===== src/rtl/vga_fb_fetch.sv =====
// vga_fb_fetch
// -----------------------------------------------------------------------------
// Reads a linear framebuffer out of DDR with Avalon-MM burst reads and writes
// every returned 128-bit word (four 32-bit pixels, pixel 0 in [31:0]) into the
// VGA pixel data FIFO. New bursts are only requested when the FIFO is
// guaranteed room for them, counting both its current fill level and the words
// already requested but not yet returned. The read pointer wraps to the
// framebuffer base at the end of each frame and fetching is continuous.
//
// Ports
//   ddr_clk, ddr_reset_n  : clock, synchronous active-low reset
//   enable                : level, new bursts may be requested while high
//   avm_*                 : Avalon-MM burst read master (command + return)
//   ddr_fifo_wr_data/en   : FIFO write side, one word per returned beat
//   ddr_fifo_used         : FIFO fill level (may lag recent writes)
//   frame_done            : pulse with the write of the last word of a frame
//   busy                  : command pending, data outstanding or write active
//   overflow              : sticky, a write happened while the FIFO was full
//
// Handshake: a command is accepted on any cycle where avm_read=1 and
// avm_waitrequest=0; address/read/burstcount do not change while stalled and
// an asserted command is never withdrawn. Each avm_readdatavalid beat is
// written to the FIFO exactly one cycle later.
// -----------------------------------------------------------------------------
module vga_fb_fetch #(
    parameter logic [31:0] FB_BASE     = 32'h0000_0000,
    parameter int          FRAME_WORDS = 76800,
    parameter int          BURST_LEN   = 8,
    parameter int          FIFO_DEPTH  = 512,
    parameter int          USED_W      = 10
) (
    input  logic              ddr_clk,
    input  logic              ddr_reset_n,
    input  logic              enable,
    output logic [31:0]       avm_address,
    output logic              avm_read,
    output logic [6:0]        avm_burstcount,
    input  logic              avm_waitrequest,
    input  logic [127:0]      avm_readdata,
    input  logic              avm_readdatavalid,
    output logic [127:0]      ddr_fifo_wr_data,
    output logic              ddr_fifo_wr_en,
    input  logic [USED_W-1:0] ddr_fifo_used,
    output logic              frame_done,
    output logic              busy,
    output logic              overflow
);
    localparam int INF_W = $clog2(FIFO_DEPTH) + 1;
    localparam int IDX_W = $clog2(FRAME_WORDS + 1);

    localparam logic [INF_W-1:0] BURST_INF = INF_W'(BURST_LEN);
    localparam logic [INF_W-1:0] ONE_INF   = INF_W'(1);
    localparam logic [31:0]      BURST_U   = 32'(BURST_LEN);
    localparam logic [31:0]      DEPTH_U   = 32'(FIFO_DEPTH);
    localparam logic [31:0]      FRAME_U   = 32'(FRAME_WORDS);
    localparam logic [IDX_W-1:0] LAST_IDX  = IDX_W'(FRAME_WORDS - 1);
    localparam logic [IDX_W-1:0] ONE_IDX   = IDX_W'(1);

    typedef enum logic {
        IDLE  = 1'b0,
        ISSUE = 1'b1
    } state_t;

    state_t           state;
    logic [IDX_W-1:0] word_idx;
    logic [IDX_W-1:0] word_idx_nxt;
    logic [IDX_W-1:0] ret_idx;
    logic [INF_W-1:0] inflight;
    logic [INF_W-1:0] inflight_nxt;
    logic             accept;
    logic             ret_ok;
    logic             credit_now;
    logic             credit_nxt;
    logic [31:0]      widx_sum;

    always_comb begin
        accept = (state == ISSUE) && avm_read && !avm_waitrequest;
        // With nothing outstanding a return beat can only be stale data from
        // before a reset, so it is dropped instead of written.
        ret_ok = avm_readdatavalid && (inflight != '0);

        inflight_nxt = inflight;
        if (accept) begin
            inflight_nxt = inflight_nxt + BURST_INF;
        end
        if (ret_ok) begin
            inflight_nxt = inflight_nxt - ONE_INF;
        end

        widx_sum     = 32'(word_idx) + BURST_U;
        word_idx_nxt = word_idx;
        if (accept) begin
            word_idx_nxt = (widx_sum >= FRAME_U) ? '0 : widx_sum[IDX_W-1:0];
        end

        // Summed at 32 bits so the comparison can never wrap.
        credit_now = (32'(ddr_fifo_used) + 32'(inflight) + BURST_U) <= DEPTH_U;
        credit_nxt = (32'(ddr_fifo_used) + 32'(inflight_nxt) + BURST_U) <= DEPTH_U;
    end

    assign busy = (state == ISSUE) | (inflight != '0) | ddr_fifo_wr_en;

    always_ff @(posedge ddr_clk) begin
        if (!ddr_reset_n) begin
            state            <= IDLE;
            word_idx         <= '0;
            ret_idx          <= '0;
            inflight         <= '0;
            avm_read         <= 1'b0;
            avm_address      <= '0;
            avm_burstcount   <= '0;
            ddr_fifo_wr_data <= '0;
            ddr_fifo_wr_en   <= 1'b0;
            frame_done       <= 1'b0;
            overflow         <= 1'b0;
        end else begin
            word_idx       <= word_idx_nxt;
            inflight       <= inflight_nxt;
            avm_burstcount <= 7'(BURST_LEN);
            // Tracks the next burst address; word_idx only moves on accept,
            // so the address is stable for the whole of a stall.
            avm_address    <= FB_BASE + (32'(word_idx_nxt) << 4);

            if (state == IDLE) begin
                if (enable && credit_now) begin
                    state    <= ISSUE;
                    avm_read <= 1'b1;
                end
            end else if (accept) begin
                // Back-to-back issue is judged on the post-accept inflight.
                if (enable && credit_nxt) begin
                    state    <= ISSUE;
                    avm_read <= 1'b1;
                end else begin
                    state    <= IDLE;
                    avm_read <= 1'b0;
                end
            end

            ddr_fifo_wr_en <= ret_ok;
            frame_done     <= ret_ok && (ret_idx == LAST_IDX);
            if (ret_ok) begin
                ddr_fifo_wr_data <= avm_readdata;
                ret_idx          <= (ret_idx == LAST_IDX) ? '0 : ret_idx + ONE_IDX;
            end

            if (ddr_fifo_wr_en && (32'(ddr_fifo_used) >= DEPTH_U)) begin
                overflow <= 1'b1;
            end
        end
    end
endmodule


===== config.mk =====
export PLATFORM = sky130hd
export DESIGN_NAME = vga_fb_fetch
export DESIGN_NICKNAME = d
export VERILOG_FILES = /design/src/rtl/vga_fb_fetch.sv
export SDC_FILE = /design/constraint.sdc
export NUM_CORES = 1
export LEC_CHECK = 0
export BUFFER_PORTS_ARGS = -buffer_cell sky130_fd_sc_hd__buf_2
export CELL_PAD_IN_SITES_DETAIL_PLACEMENT = 0
export CELL_PAD_IN_SITES_GLOBAL_PLACEMENT = 1
export CORE_ASPECT_RATIO = 1.2
export CORE_UTILIZATION = 37
export DETAILED_ROUTE_END_ITERATION = 8
export MAX_ROUTING_LAYER = met4
export PLACE_DENSITY_LB_ADDON = 0.25
export SKIP_LAST_GASP = 1
export SYNTH_ARGS = -nofsm -noshare
export SYNTH_HDL_FRONTEND = slang
export SYNTH_SLANG_ARGS = --single-unit

===== constraint.sdc =====
create_clock -name ddr_clk -period 8.56 [get_ports ddr_clk]
set_input_delay 1.712 -clock ddr_clk [delete_from_list [all_inputs] [get_ports ddr_clk]]
set_output_delay 1.712 -clock ddr_clk [all_outputs]
set_load 0.02 [all_outputs]

After elaboration in Yosys (flattened, before gate mapping)
Cells that the tools add are included.
{ "op_classes": {"bitwise_logic": 2, "shift": 0, "n_mul": 0, "muxes": 13, "add_sub_neg": 8, "n_reduce_logical": 11, "n_eq_ne": 2, "div_mod_pow": 0, "n_lt_le_gt_ge": 4} }
{ "ops": {"columns": ["cell", "count"], "rows": [
  ["two-way mux 17 bit", 3],
  ["adder 11 x 4 -> 12 bit (second input constant)", 2],
  ["less-or-equal comparator 12 x 10 -> 1 bit (second input constant)", 2],
  ["adder 10 x 10 -> 11 bit", 2],
  ["two-way mux 10 bit", 2],
  ["adder 17 x 4 -> 18 bit (second input constant)", 1],
  ["greater-or-equal comparator 18 x 17 -> 1 bit (second input constant)", 1],
  ["adder 17 x 1 -> 17 bit (second input constant)", 1],
  ["equality test 17 bit (second input constant)", 1],
  ["adder 10 x 4 -> 10 bit (second input constant)", 1],
  ["greater-or-equal comparator 10 bit (second input constant)", 1],
  ["nonzero test 10 bit", 1],
  ["subtractor 10 x 1 -> 10 bit (second input constant)", 1],
  ["logical AND 1 bit", 7],
  ["two-way mux 1 bit", 7],
  ["two-way mux 4 bit", 1],
  ["!= test 2 x 1 -> 1 bit (second input constant)", 1],
  ["bitwise OR 1 bit", 2],
  ["AND reduction 2 bit", 1],
  ["nonzero test 2 bit", 1],
  ["logical NOT 1 bit", 1]
]} }
{ "totals": {"memories": 0, "mem_bits_ro": 0, "mem_bits_rw": 0, "output_inout_bits": 172, "wordCells": 51, "input_bits": 143, "ff_bits": 199, "latch_bits": 0} }

Depth between registers and ports, before layout
{ "logic_depth": {"word_depth": 12, "ltp_mapped": 19, "mapped_depth_nobuf": 18} }

Worst setup path before layout
OpenSTA, ideal clock, no wires.
{ "synth_path": {"kind": "in2reg", "start": "input avm_waitrequest", "end": "register avm_read", "cell_stages": 14, "path_slack_ns": 3.926, "arrival_time_ns": 4.539, "setup_time_ns": 0.095, "required_time_ns": 8.465, "path_buffers": 1, "path_cell_list": "and3b_1 buf_2 mux2i_1 nor4_2 xnor2_1 ha_1 ha_1 or2_2 a21o_1 a311oi_1 o21ai_0 o31ai_1 a211oi_1 a221oi_1"} }
{ "synth_between": {"elab_chain_cells": 12, "elab_cells_between_ends": 14, "cone_classes": "add/sub (3); order compare (1); eq/ne (1); mux (5); reduce/logical (4)"} }
{ "synth_lines": {"columns": ["item", "line_no", "text"], "rows": [
  ["from (decl)", "38", "input logic avm_waitrequest,"],
  ["logical NOT 1 bit (*)", "77", "accept = (state == ISSUE) && avm_read && !avm_waitrequest;"],
  ["logical AND 1 bit (*)", "77", null],
  ["two-way mux 10 bit (*)", "83", "if (accept) begin"],
  ["subtractor 10 x 1 -> 10 bit", "87", "inflight_nxt = inflight_nxt - ONE_INF;"],
  ["two-way mux 10 bit (*)", "86", "if (ret_ok) begin"],
  ["named net inflight_nxt[6]", "69", "logic [INF_W-1:0] inflight_nxt;"],
  ["adder 10 x 10 -> 11 bit (*)", "98", "credit_nxt = (32'(ddr_fifo_used) + 32'(inflight_nxt) + BURST_U) <= DEPTH_U;"],
  ["adder 11 x 4 -> 12 bit (*)", "98", null],
  ["less-or-equal comparator 12 x 10 -> 1 bit (*)", "98", null],
  ["logical AND 1 bit (*)", "131", "if (enable && credit_nxt) begin"],
  ["two-way mux 1 bit (*)", "131", null],
  ["two-way mux 1 bit (*)", "129", "end else if (accept) begin"],
  ["two-way mux 1 bit (*)", "124", "if (state == IDLE) begin"],
  ["to (signal assigned)", "127", "avm_read <= 1'b1;"],
  ["to (signal assigned)", "133", "avm_read <= 1'b1;"],
  ["to (signal assigned)", "136", "avm_read <= 1'b0;"],
  ["to (decl)", "36", "output logic avm_read,"]
]} }
Mark *: on every way through the listed nets, which the timed path passes. The rest lies on a longest branch. The select of a mux whose other input is x is not followed.
A chain may end at the register's enable or synchronous reset.

Worst setup path in the final report
{ "layout_path": {"start": "input avm_readdatavalid", "end": "register state"} }
{ "layout_between": {"elab_chain_cells": 9} }
{ "layout_lines": {"columns": ["item", "line_no", "text"], "rows": [
  ["from (decl)", "40", "input logic avm_readdatavalid,"],
  ["logical AND 1 bit", "80", "ret_ok = avm_readdatavalid && (inflight != '0);"],
  ["two-way mux 10 bit", "86", null],
  ["named net inflight_nxt[0]", "69", null],
  ["adder 10 x 10 -> 11 bit", "98", null],
  ["adder 11 x 4 -> 12 bit", "98", null],
  ["less-or-equal comparator 12 x 10 -> 1 bit", "98", null],
  ["logical AND 1 bit", "131", null],
  ["two-way mux 1 bit", "131", null],
  ["two-way mux 1 bit", "129", null],
  ["two-way mux 1 bit", "124", null],
  ["to (signal assigned)", "126", "state <= ISSUE;"],
  ["to (signal assigned)", "132", "state <= ISSUE;"],
  ["to (signal assigned)", "135", "state <= IDLE;"],
  ["to (decl)", "64", "state_t state;"]
]} }
The timed path passes the listed nets, and every way through them passes these cells.

==> impl_metrics.tcl <==
set metrics [dict create \
    status "finished clean" \
    seq_area_frac_synth 0.437 \
    cts.sinks 175 \
    io_buffers 290 \
    power_leakage_uw 0.00470 \
    grt_max_degree 96 \
    synth.cell_area_um2 8020 \
    switching_power_uw 1570 \
    die_h_um 163 \
    dr.pass1.iters 4 \
    synth_ff_type "dfxtp_1" \
    crit_family "buffers and inverters" \
    seqPwrFrac 0.308 \
    rows 58 \
    via_per_inst 4.82 \
    post-route-util 0.480 \
    synth_cell_types 59 \
    ant_nets 0 \
    worst_slack_ns 3.09 \
    worstMarginPinSlew_ns 1.12 \
    clk_latency_ns 0.43 \
    first_iter_violations 418 \
    clk_pin_slew_ns 0.07 \
    postCtsSetupBuffers 0 \
    power_frac_clock 0.216 \
    ir_drop_uv 361 \
    grt_usage 0.212 \
    powerDensity_nw_per_um2 352 \
    cts_resized 0 \
    dpl-instance-area_um2 9550 \
    final_common_cell "buf_2" \
    drive_gt1_frac 0.266 \
    design_area_um2 10100 \
    die_area_um2 22300 \
    grt_pass1_vias 6783 \
    nFillCells 2160 \
    post-route-period-util 0.639 \
    switching_share 0.441 \
    pwr-share-comb 0.476 \
    grt_antenna_before_repair 5 \
    slowest_delay_ns 0.72 \
    grt_first_pass_wirelength_um 35700 \
    period_minus_slack_ns 5.47 \
    worstSetupPathType "primary input to register" \
    h-tree-depth 4 \
    multi_input_area_um2 4120 \
    grt_overflow 0 \
    grt_setup_unrepaired "false" \
    async_reset_ff_frac 0 \
    synthCells 1001 \
    clock.fmax_mhz 183 \
    seq_area_um2 3500 \
    cts_buffer_depth 2 \
    cp.buffers_inverters 4 \
    setup_viol 0 \
    fin_setup_tns_ns 0 \
    max-slew-margin-rel 0.257 \
    cp_max_fo 75 \
    io_pins 315 \
    maxSlewViolCount 0 \
    layout_common_cells "buf_2, nand2_1, dfxtp_1, a21oi_1, nor2_1" \
    cp_data_required_time_ns 8.86 \
    setup.worst_path.end_class "register" \
    gp_congestion 0.878 \
    core_area_um2 21100 \
    crit_chain "buf_2 > o31ai_4 > buf_4 > buf_4 > xnor2_1 > ha_1 > ha_1 > inv_1 > fa_1 > nand2b_1 > a211oi_1 > o21ai_0 > a21oi_1 > nor3_1 > a211oi_1 > o211ai_1" \
    cts_hold_buf 0 \
    cp.arrival_ns 5.77 \
    fin_skew_ns 0.0158 \
    wl_um 22900 \
    p_int_uw 1990 \
    wl_per_cell_um 14.7 \
    fin_nets 1450 \
    die_x_um 136 \
    dp_slack_ns 2.67 \
    synth_edf_count 0 \
    hold_path.class "register to register" \
    cts_tree "yes" \
    area_growth_pct 26.5 \
    dr_total_vias 7481 \
    root_buffer "clkbuf_16" \
    critPathSlowestCell "buf_4" \
    syn_area_per_cell_um2 8.01 \
    maxCapViolCount 0 \
    cts_buffers 17 \
    synth_warnings 0 \
    ys_ff_latch 175 \
    hold_violations 0 \
    hpwl_um 16500 \
    start_kind "primary input" \
    drc 0 \
    start_util 0.380 \
]
## registers in the layout, summed over array words and instances, names as in the netlist
name and flops:
inflight 10, avm_read 1, frame_done 1, word_idx 14
ddr_fifo_wr_data 128, state 1, ddr_fifo_wr_en 1, avm_burstcount 1
ret_idx 17, overflow 1
## path summary, 6_finish.rpt
kind                                to  depth (start not counted)  slack (ns)                 start
hold / removal    ddr_fifo_wr_data[17]                          2        0.45  ddr_fifo_wr_data[17]
setup / recovery                 state                         16        3.09     avm_readdatavalid
hold reg to reg   ddr_fifo_wr_data[17]                          2        0.45  ddr_fifo_wr_data[17]
setup reg to reg                 state                         18        3.19           inflight[0]
## cell usage after synthesis, drive strengths merged, types with 5 or more instances
master  count  share of area
and2       13          0.010
nand3      20          0.013
xnor2      20          0.022
buf        42          0.034
clkbuf     33          0.015
and3        5         0.0039
a21oi     145          0.091
dfxtp     175           0.44
nor3       14         0.0087
nand2     287           0.13
nor2       47          0.022
nor2b       5         0.0039
o21ai      14          0.010
nand2b      6         0.0047
nor4        7         0.0070
ha         42          0.066
nand4      10         0.0078
xor2       23          0.025
o211ai      6         0.0056
inv        25          0.012
## area by class of cell
type,count,area share
well taps,270,0.0333
flip-flops and latches,175,0.345
multi-input cells,749,0.406
repair buffers,295,0.147
diodes,6,0.00148
inverters,25,0.00950
clock inverters,14,0.0139
clock buffers,18,0.0433
## layer usage
metal,up-vias,share of wire,GRT usage
li1,3850,-,-
met1,3378,0.43,0.258
met2,229,0.49,0.337
met3,24,0.067,0.0556
met4,0,0.016,0.0697
met5,-,0,-
## metrics by stage
stage / std cells / total power, uW / hold slack (ns)
floorplan: 1024 / 2380 / 0.479
global placement: 1514 / 2820 / 0.439
detailed placement: 1514 / 2830 / 0.443
CTS: 1546 / 3610 / 0.453
global route: 1551 / 3860 / 0.469
finish: 1552 / 3570 / 0.450
## power groups by stage
stage	logic, uW	clock network, uW	registers [uW]
global placement	1700	0	1110
CTS	1710	793	1100
finish	1700	770	1100
floorplan	1100	0	1280
detailed placement	1710	0	1120
global route	1910	824	1130
## cell families after synthesis
group           share of synthesized area
simple gates                        0.235
compound gates                      0.144
flops                               0.437
buf+inv                            0.0607
fa+ha+maj                          0.0706
xor+xnor                           0.0470
mux                               0.00500
other cells                      0.000468
## worst min-delay path: cells and delay by family, from the launching register on
family	cells	cell delay [ns]
simple gates	1	0.05
flops	1	0.31
compound gates	1	0.05
No activity file was read; power rests on OpenSTA's default activity.
